<file path="src/rtl/maxpool_relu_22_layer2.sv">
// maxpool_relu_22_layer2
// Streaming ReLU + requantization + 2x2/stride-2 max-pool behind the layer-2
// 5x5 convolution. Consumes one raster-ordered output channel at a time and
// sequences the convolution across CO channels by pulsing o_self_rst when a
// channel's last pooled value leaves.
//
// Ports
//   clk           clock
//   global_rst_n  asynchronous active-low reset
//   user_reset    synchronous soft reset, same effect as global_rst_n
//   i_data        signed convolution accumulator (I_BW bits)
//   i_valid       single-cycle qualifier for i_data
//   i_conv_end    convolution reports end of its current channel
//   o_data        pooled activation (O_BW bits, always >= 0)
//   o_valid       1-cycle pulse qualifying o_data
//   o_ch_idx      index of the channel currently being pooled
//   o_ch_end      1-cycle pulse with the channel's final pooled value
//   o_self_rst    1-cycle pulse to the convolution, coincident with o_ch_end
//   o_all_end     high once all CO channels are done
//   o_err         sticky: i_conv_end arrived before the channel completed
//
// States
//   state    | meaning
//   ---------+----------------------------------------------------------
//   S_RUN    | accepting samples, pooling the current channel
//   S_CH_END | one cycle: channel finished, pulse end/self-reset, bump index
//   S_DONE   | all CO channels pooled; inputs ignored until reset

module maxpool_relu_22_layer2 #(
   parameter int I_BW    = 20,
   parameter int O_BW    = 8,
   parameter int IN_SIZE = 8,
   parameter int SHIFT   = 4,
   parameter int CO      = 4
) (
   input  logic                    clk,
   input  logic                    global_rst_n,
   input  logic                    user_reset,
   input  logic signed [I_BW-1:0]  i_data,
   input  logic                    i_valid,
   input  logic                    i_conv_end,
   output logic signed [O_BW-1:0]  o_data,
   output logic                    o_valid,
   output logic [$clog2(CO):0]     o_ch_idx,
   output logic                    o_ch_end,
   output logic                    o_self_rst,
   output logic                    o_all_end,
   output logic                    o_err
);

   localparam int CW   = $clog2(CO) + 1;
   // Position counters need at least 2 bits so the pair address slice exists.
   localparam int PW   = (IN_SIZE > 2) ? $clog2(IN_SIZE) : 2;
   localparam int LB_D = IN_SIZE / 2;

   localparam logic [PW-1:0]          POS_LAST = PW'(IN_SIZE - 1);
   localparam logic [CW-1:0]          CH_LAST  = CW'(CO - 1);
   localparam logic signed [I_BW-1:0] SAT_WIDE = I_BW'((2 ** (O_BW - 1)) - 1);
   localparam logic signed [O_BW-1:0] SAT_MAX  = O_BW'((2 ** (O_BW - 1)) - 1);

   typedef enum logic [1:0] {
      S_RUN    = 2'd0,
      S_CH_END = 2'd1,
      S_DONE   = 2'd2
   } state_t;

   state_t                  state_q, state_d;
   logic signed [O_BW-1:0]  s1_q, s1_d;
   logic                    s1_valid_q, s1_valid_d;
   logic [PW-1:0]           col_q, col_d;
   logic [PW-1:0]           row_q, row_d;
   logic signed [O_BW-1:0]  h_q, h_d;
   logic signed [O_BW-1:0]  o_data_q, o_data_d;
   logic                    o_valid_q, o_valid_d;
   logic [CW-1:0]           ch_idx_q, ch_idx_d;
   logic                    err_q, err_d;

   logic signed [O_BW-1:0]  lb [LB_D];
   logic [PW-2:0]           lb_addr;
   logic                    lb_we;
   logic signed [O_BW-1:0]  lb_rd;

   logic signed [I_BW-1:0]  shifted;
   logic signed [O_BW-1:0]  relu_sat;
   logic signed [O_BW-1:0]  hmax;
   logic signed [O_BW-1:0]  pool;
   logic                    accept;

   // ReLU first, then arithmetic shift, then clamp to the positive O_BW range.
   always_comb begin
      shifted = i_data >>> SHIFT;
      if (i_data[I_BW-1]) begin
         relu_sat = '0;
      end else if (shifted > SAT_WIDE) begin
         relu_sat = SAT_MAX;
      end else begin
         relu_sat = shifted[O_BW-1:0];
      end
   end

   assign accept  = i_valid && (state_q == S_RUN);
   assign lb_addr = col_q[PW-1:1];
   assign lb_rd   = lb[lb_addr];
   assign hmax    = (s1_q > h_q) ? s1_q : h_q;
   assign pool    = (lb_rd > hmax) ? lb_rd : hmax;

   always_comb begin
      state_d    = state_q;
      s1_d       = s1_q;
      s1_valid_d = 1'b0;
      col_d      = col_q;
      row_d      = row_q;
      h_d        = h_q;
      o_data_d   = o_data_q;
      o_valid_d  = 1'b0;
      ch_idx_d   = ch_idx_q;
      err_d      = err_q;
      lb_we      = 1'b0;

      if (accept) begin
         s1_d       = relu_sat;
         s1_valid_d = 1'b1;
      end

      case (state_q)
         S_RUN: begin
            if (i_conv_end && ((row_q != '0) || (col_q != '0))) begin
               err_d = 1'b1;
            end
            if (s1_valid_q) begin
               if (col_q == POS_LAST) begin
                  col_d = '0;
                  row_d = (row_q == POS_LAST) ? '0 : row_q + 1'b1;
               end else begin
                  col_d = col_q + 1'b1;
               end

               if (!col_q[0]) begin
                  h_d = s1_q;
               end else if (!row_q[0]) begin
                  lb_we = 1'b1;
               end else begin
                  o_data_d  = pool;
                  o_valid_d = 1'b1;
               end

               if ((row_q == POS_LAST) && (col_q == POS_LAST)) begin
                  state_d = S_CH_END;
               end
            end
         end

         S_CH_END: begin
            // A sample accepted in the last RUN cycle waits here and becomes
            // (0,0) of the next channel.
            s1_valid_d = s1_valid_q;
            row_d      = '0;
            col_d      = '0;
            h_d        = '0;
            ch_idx_d   = ch_idx_q + 1'b1;
            state_d    = (ch_idx_q == CH_LAST) ? S_DONE : S_RUN;
         end

         S_DONE: begin
         end

         default: begin
            state_d = S_RUN;
         end
      endcase
   end

   always_ff @(posedge clk or negedge global_rst_n) begin
      if (!global_rst_n) begin
         state_q    <= S_RUN;
         s1_q       <= '0;
         s1_valid_q <= 1'b0;
         col_q      <= '0;
         row_q      <= '0;
         h_q        <= '0;
         o_data_q   <= '0;
         o_valid_q  <= 1'b0;
         ch_idx_q   <= '0;
         err_q      <= 1'b0;
      end else if (user_reset) begin
         state_q    <= S_RUN;
         s1_q       <= '0;
         s1_valid_q <= 1'b0;
         col_q      <= '0;
         row_q      <= '0;
         h_q        <= '0;
         o_data_q   <= '0;
         o_valid_q  <= 1'b0;
         ch_idx_q   <= '0;
         err_q      <= 1'b0;
      end else begin
         state_q    <= state_d;
         s1_q       <= s1_d;
         s1_valid_q <= s1_valid_d;
         col_q      <= col_d;
         row_q      <= row_d;
         h_q        <= h_d;
         o_data_q   <= o_data_d;
         o_valid_q  <= o_valid_d;
         ch_idx_q   <= ch_idx_d;
         err_q      <= err_d;
      end
   end

   // Line buffer is never reset: every even row writes an entry before the
   // following odd row reads it.
   always_ff @(posedge clk) begin
      if (lb_we && !user_reset) begin
         lb[lb_addr] <= hmax;
      end
   end

   assign o_data     = o_data_q;
   assign o_valid    = o_valid_q;
   assign o_ch_idx   = ch_idx_q;
   assign o_ch_end   = (state_q == S_CH_END);
   assign o_self_rst = (state_q == S_CH_END);
   assign o_all_end  = (state_q == S_DONE);
   assign o_err      = err_q;

endmodule

</file>
<file path="config.mk">
export PLATFORM = sky130hd
export DESIGN_NAME = maxpool_relu_22_layer2
export DESIGN_NICKNAME = d
export VERILOG_FILES = /design/src/rtl/maxpool_relu_22_layer2.sv
export SDC_FILE = /design/constraint.sdc
export NUM_CORES = 1
export LEC_CHECK = 0
export CAP_MARGIN = 25
export CELL_PAD_IN_SITES_DETAIL_PLACEMENT = 0
export CELL_PAD_IN_SITES_GLOBAL_PLACEMENT = 1
export CORE_UTILIZATION = 42
export CTS_BUF_LIST = sky130_fd_sc_hd__clkbuf_8
export DETAILED_ROUTE_END_ITERATION = 7
export PLACE_DENSITY_LB_ADDON = 0.1
export SLEW_MARGIN = 10
export SYNTH_ARGS = -nofsm -noshare
export SYNTH_HDL_FRONTEND = slang
export SYNTH_SLANG_ARGS = --single-unit
</file>
<file path="constraint.sdc">
create_clock -name clk -period 4 [get_ports clk]
set_clock_uncertainty 0.2 [all_clocks]
set_input_delay 0.6 -clock clk [delete_from_list [all_inputs] [get_ports clk]]
set_output_delay 0.6 -clock clk [all_outputs]
set_load 0.05 [all_outputs]
</file>
==> flow_summary_export.csv <==
group,metric,value,unit
outcome,status,"completed",
clocking,ctsLongestPathBuffers,2,
clocking,postCtsHoldBufs,0,
floorplan,rows,33,
final_layout,fin_nets,435,
worst_setup_path,cp_cell_sequence,"inv_2 -> ha_4 -> a21o_1 -> a2111oi_4 -> a211oi_2 -> nor2_2 -> buf_6 -> mux2i_4 -> ha_4 -> and4_4 -> or4b_4 -> o211ai_4 -> a211oi_4 -> a31oi_4 -> nand3_1 -> a311oi_1",
logic_synthesis,yosysWarnings,0,
worst_setup_path,crit_buf_inv,2,
global_routing,busiest_layer,"met2",
floorplan,initial_core_util,43.90,%
worst_setup_path,max_stage_delay,470,ps
floorplan,fp.dieH,95.14,um
clocking,cts_tree,"done",
logic_synthesis,synth_ff_type,"dfrtp_1",
clocking,insertion_delay,350,ps
placed_design,portBuffers,36,
clocking,cts_buffers,9,
worst_setup_path,crit_family,"compound AO/OA/AOI/OAI gates",
logic_synthesis,yosysSeqAreaShare,52.47,%
sta,setup_viol,0,
final_layout,final_layout_size_suffix_gt1_share,23.35,%
worst_setup_path,end_kind,"flop",
floorplan,core_area,8299,um2
clocking,htree_levels,3,
detailed_routing,wl_per_cell,17.14,um
final_layout,n_antenna_cell,0,
logic_synthesis,synth_top_area_share,26.37,%
global_routing,grt.total_usage,21.05,%
pwr,power,1966,uW
global_routing,grt_pass1_vias,2652,
logic_synthesis,async_reset_ff_share,54.29,%
global_routing,met3_usage,2.871,%
worst_setup_path,setup.worst_path.class,"flop to flop",
logic_synthesis,synth_cell_type_count,52,
logic_synthesis,synth.top_cells.by_area,"edfxtp_1 (26%), dfrtp_1 (26%), ha_1 (7.2%)",
floorplan,ioPinCount,41,
sta,slew_violations,0,
logic_synthesis,synthCells,316,
clocking,cts.sinks,70,
final_layout,stdcell_area,4766,um2
sta,slew_headroom,46.16,%
detailed_routing,dr.pass1.iters,4,
logic_synthesis,synth_area,3643,um2
worst_setup_path,cp.depth,16,
detailed_routing,dr.first_iter.drc_count,109,
logic_synthesis,ys_seq_elements,70,
floorplan,dieArea,9052,um2
floorplan,fp.dieW,95.14,um
placed_design,gp_congestion,0.7410,
worst_setup_path,ff2ff_path_depth,16,
detailed_routing,drc,0,
pwr,p_per_area,412.5,nW/um2
logic_synthesis,syn_avg_cell_area,11.53,um2
global_routing,grt_pass1_wl,13.93,mm
sta,max_freq,0.2506,GHz
worst_setup_path,crit_top_cell,"ha_4",
global_routing,antenna_found_initial,0,
worst_setup_path,crit_start,"h_q[5]",
global_routing,grt_max_degree,39,
min_path,hp-class,"input port to async pin",
clocking,path_clk_slew,90,ps
detailed_routing,final_antenna_net_count,0,
worst_setup_path,crit_arrival,4040,ps
worst_setup_path,r2r_start,"h_q[5]",
sta,grt_setup_unrepaired,"true",
sta,worstMarginPinSlew,804.7,ps
sta,final.min_clock_period,3990,ps
logic_synthesis,synth_nets,362,
logic_synthesis,synth_edf_count,32,
worst_setup_path,critical_path_required,4050,ps
pwr,power_leakage,0.001948,uW
worst_setup_path,slowest_stage,"or4b_4",
clocking,cts-root-buf,"clkbuf_8",
detailed_routing,avgViaCountPerCell,5.343,
logic_synthesis,synth_top_cell_by_area,"edfxtp_1",
detailed_routing,routed_wl,8.553,mm
worst_setup_path,cp_max_fo,7,
final_layout,final_util,57.43,%
global_routing,grt_use_met1,28.59,%
sta,fin_tns_setup,0,ps
worst_setup_path,critPathLaunchType,"flop",
detailed_routing,num_vias,2666,
pwr,worst_ir_drop_vdd,0.0002264,V
global_routing,grt.overflow.total,0,
sta,finalWorstSetupSlack,9.772,ps
final_layout,areaGrowthSynthToFinish,30.80,%
sta,finalCritPeriodShare,99.76,%
placed_design,place_ws,-84.42,ps
job,drv_cap,0,
global_routing,use_met2,33.99,%
placed_design,hpwl,5.897,mm
sta,hold_viol,0,
placed_design,place_area,4290,um2
==> logic make-up (layout without fill, tap and decap cells) <==
kind of cell	after synthesis	in the layout	share of synthesized area, %
AO/OA/AOI/OAI	60	60	12.91
flip-flops	70	70	52.47
multiplexers	20	20	8.757
XOR/XNOR	2	2	0.6870
buffers and inverters	36	114	4.018
AND/OR/NAND/NOR	107	107	13.94
adder cells (fa/ha/maj)	21	21	7.211
==> cell usage in the layout (no fill, tap or decap), drive strengths merged, types with 5 or more instances in the layout <==
cell / synthesis / routed
a21oi: 5 / 5
a311oi: 6 / 6
buf: 3 / 36
clkbuf: 7 / 10
clkdlybuf4s50: 0 / 35
dfrtp: 38 / 38
edfxtp: 32 / 32
ha: 21 / 21
inv: 26 / 29
mux2i: 10 / 10
mux4: 8 / 8
nand2: 35 / 35
nand2b: 5 / 5
nand3: 11 / 11
nor2: 28 / 28
nor3: 5 / 5
o21ai: 27 / 27
==> Yosys cell counts (2+ instances only) <==
cell / n
a311oi_1: 6
nand4_1: 4
mux2i_1: 9
a211oi_1: 2
nor4_1: 3
clkbuf_1: 7
a2111oi_4: 2
dfrtp_1: 38
mux4_2: 7
nor3_1: 5
and4_1: 2
a21oi_1: 5
and3_1: 2
a211oi_2: 2
nand3_1: 11
o21ai_1: 17
nand2_1: 35
ha_1: 21
o211ai_1: 3
nand3b_1: 3
nor2_1: 27
inv_1: 26
edfxtp_1: 32
a22o_1: 2
nor2b_1: 4
nand2b_1: 5
a21o_1: 2
o21ai_0: 10
==> path summary, 6_finish.rpt <==
check	slack, ps	to
min	20	o_data[1]
max	10	o_data[2]
min reg2reg	310	s1_q[0]
max reg2reg	10	o_data[2]
max in group asynchronous	3070	o_data[6]
min in group clk	310	s1_q[0]
==> cell type report <==
class	count	area (um2)
tap	105	131.4
multi-input combinational	210	1749
fill	706	3533
timing repair buffer	72	649.4
sequential	70	1912
clock buffer	9	123.9
inverter	26	97.59
clock inverter	7	102.6
==> layer usage <==
metal | share of wire, % | vias up
li1 | - | 1303
met1 | 47 | 1297
met2 | 49 | 64
met3 | 3.5 | 2
met4 | 0.54 | 0
met5 | 0 | -
==> registers in the layout (all words and copies together) (netlist names) <==
name        flops
lb             32
h_q             8
o_data          8
s1_q            8
col_q           3
o_ch_idx        3
row_q           3
state_q         2
o_err           1
o_valid         1
s1_valid_q      1
==> per-stage QoR <==
stage / hold slack (ps) / instances
floorplan: 104.4 / 316
global placement: 271.0 / 474
detailed placement: 287.1 / 474
CTS: 209.4 / 495
global route: 48.22 / 499
finish: 24.54 / 499
==> what timing repair did <==
action,CTS,global route
setup endpoints to repair,8,8
endpoints found under the hold margin,0,0
setup buffers,5,3
gates resized for setup,6,19
pin swaps,6,18
==> where the power goes <==
part	switching [uW]	total, uW	internal (uW)
clock network	308	667	359
logic	254	485	231
registers	30.5	814	783
total	593	1970	1370
Note: power is estimated with default switching activity, not from simulation.
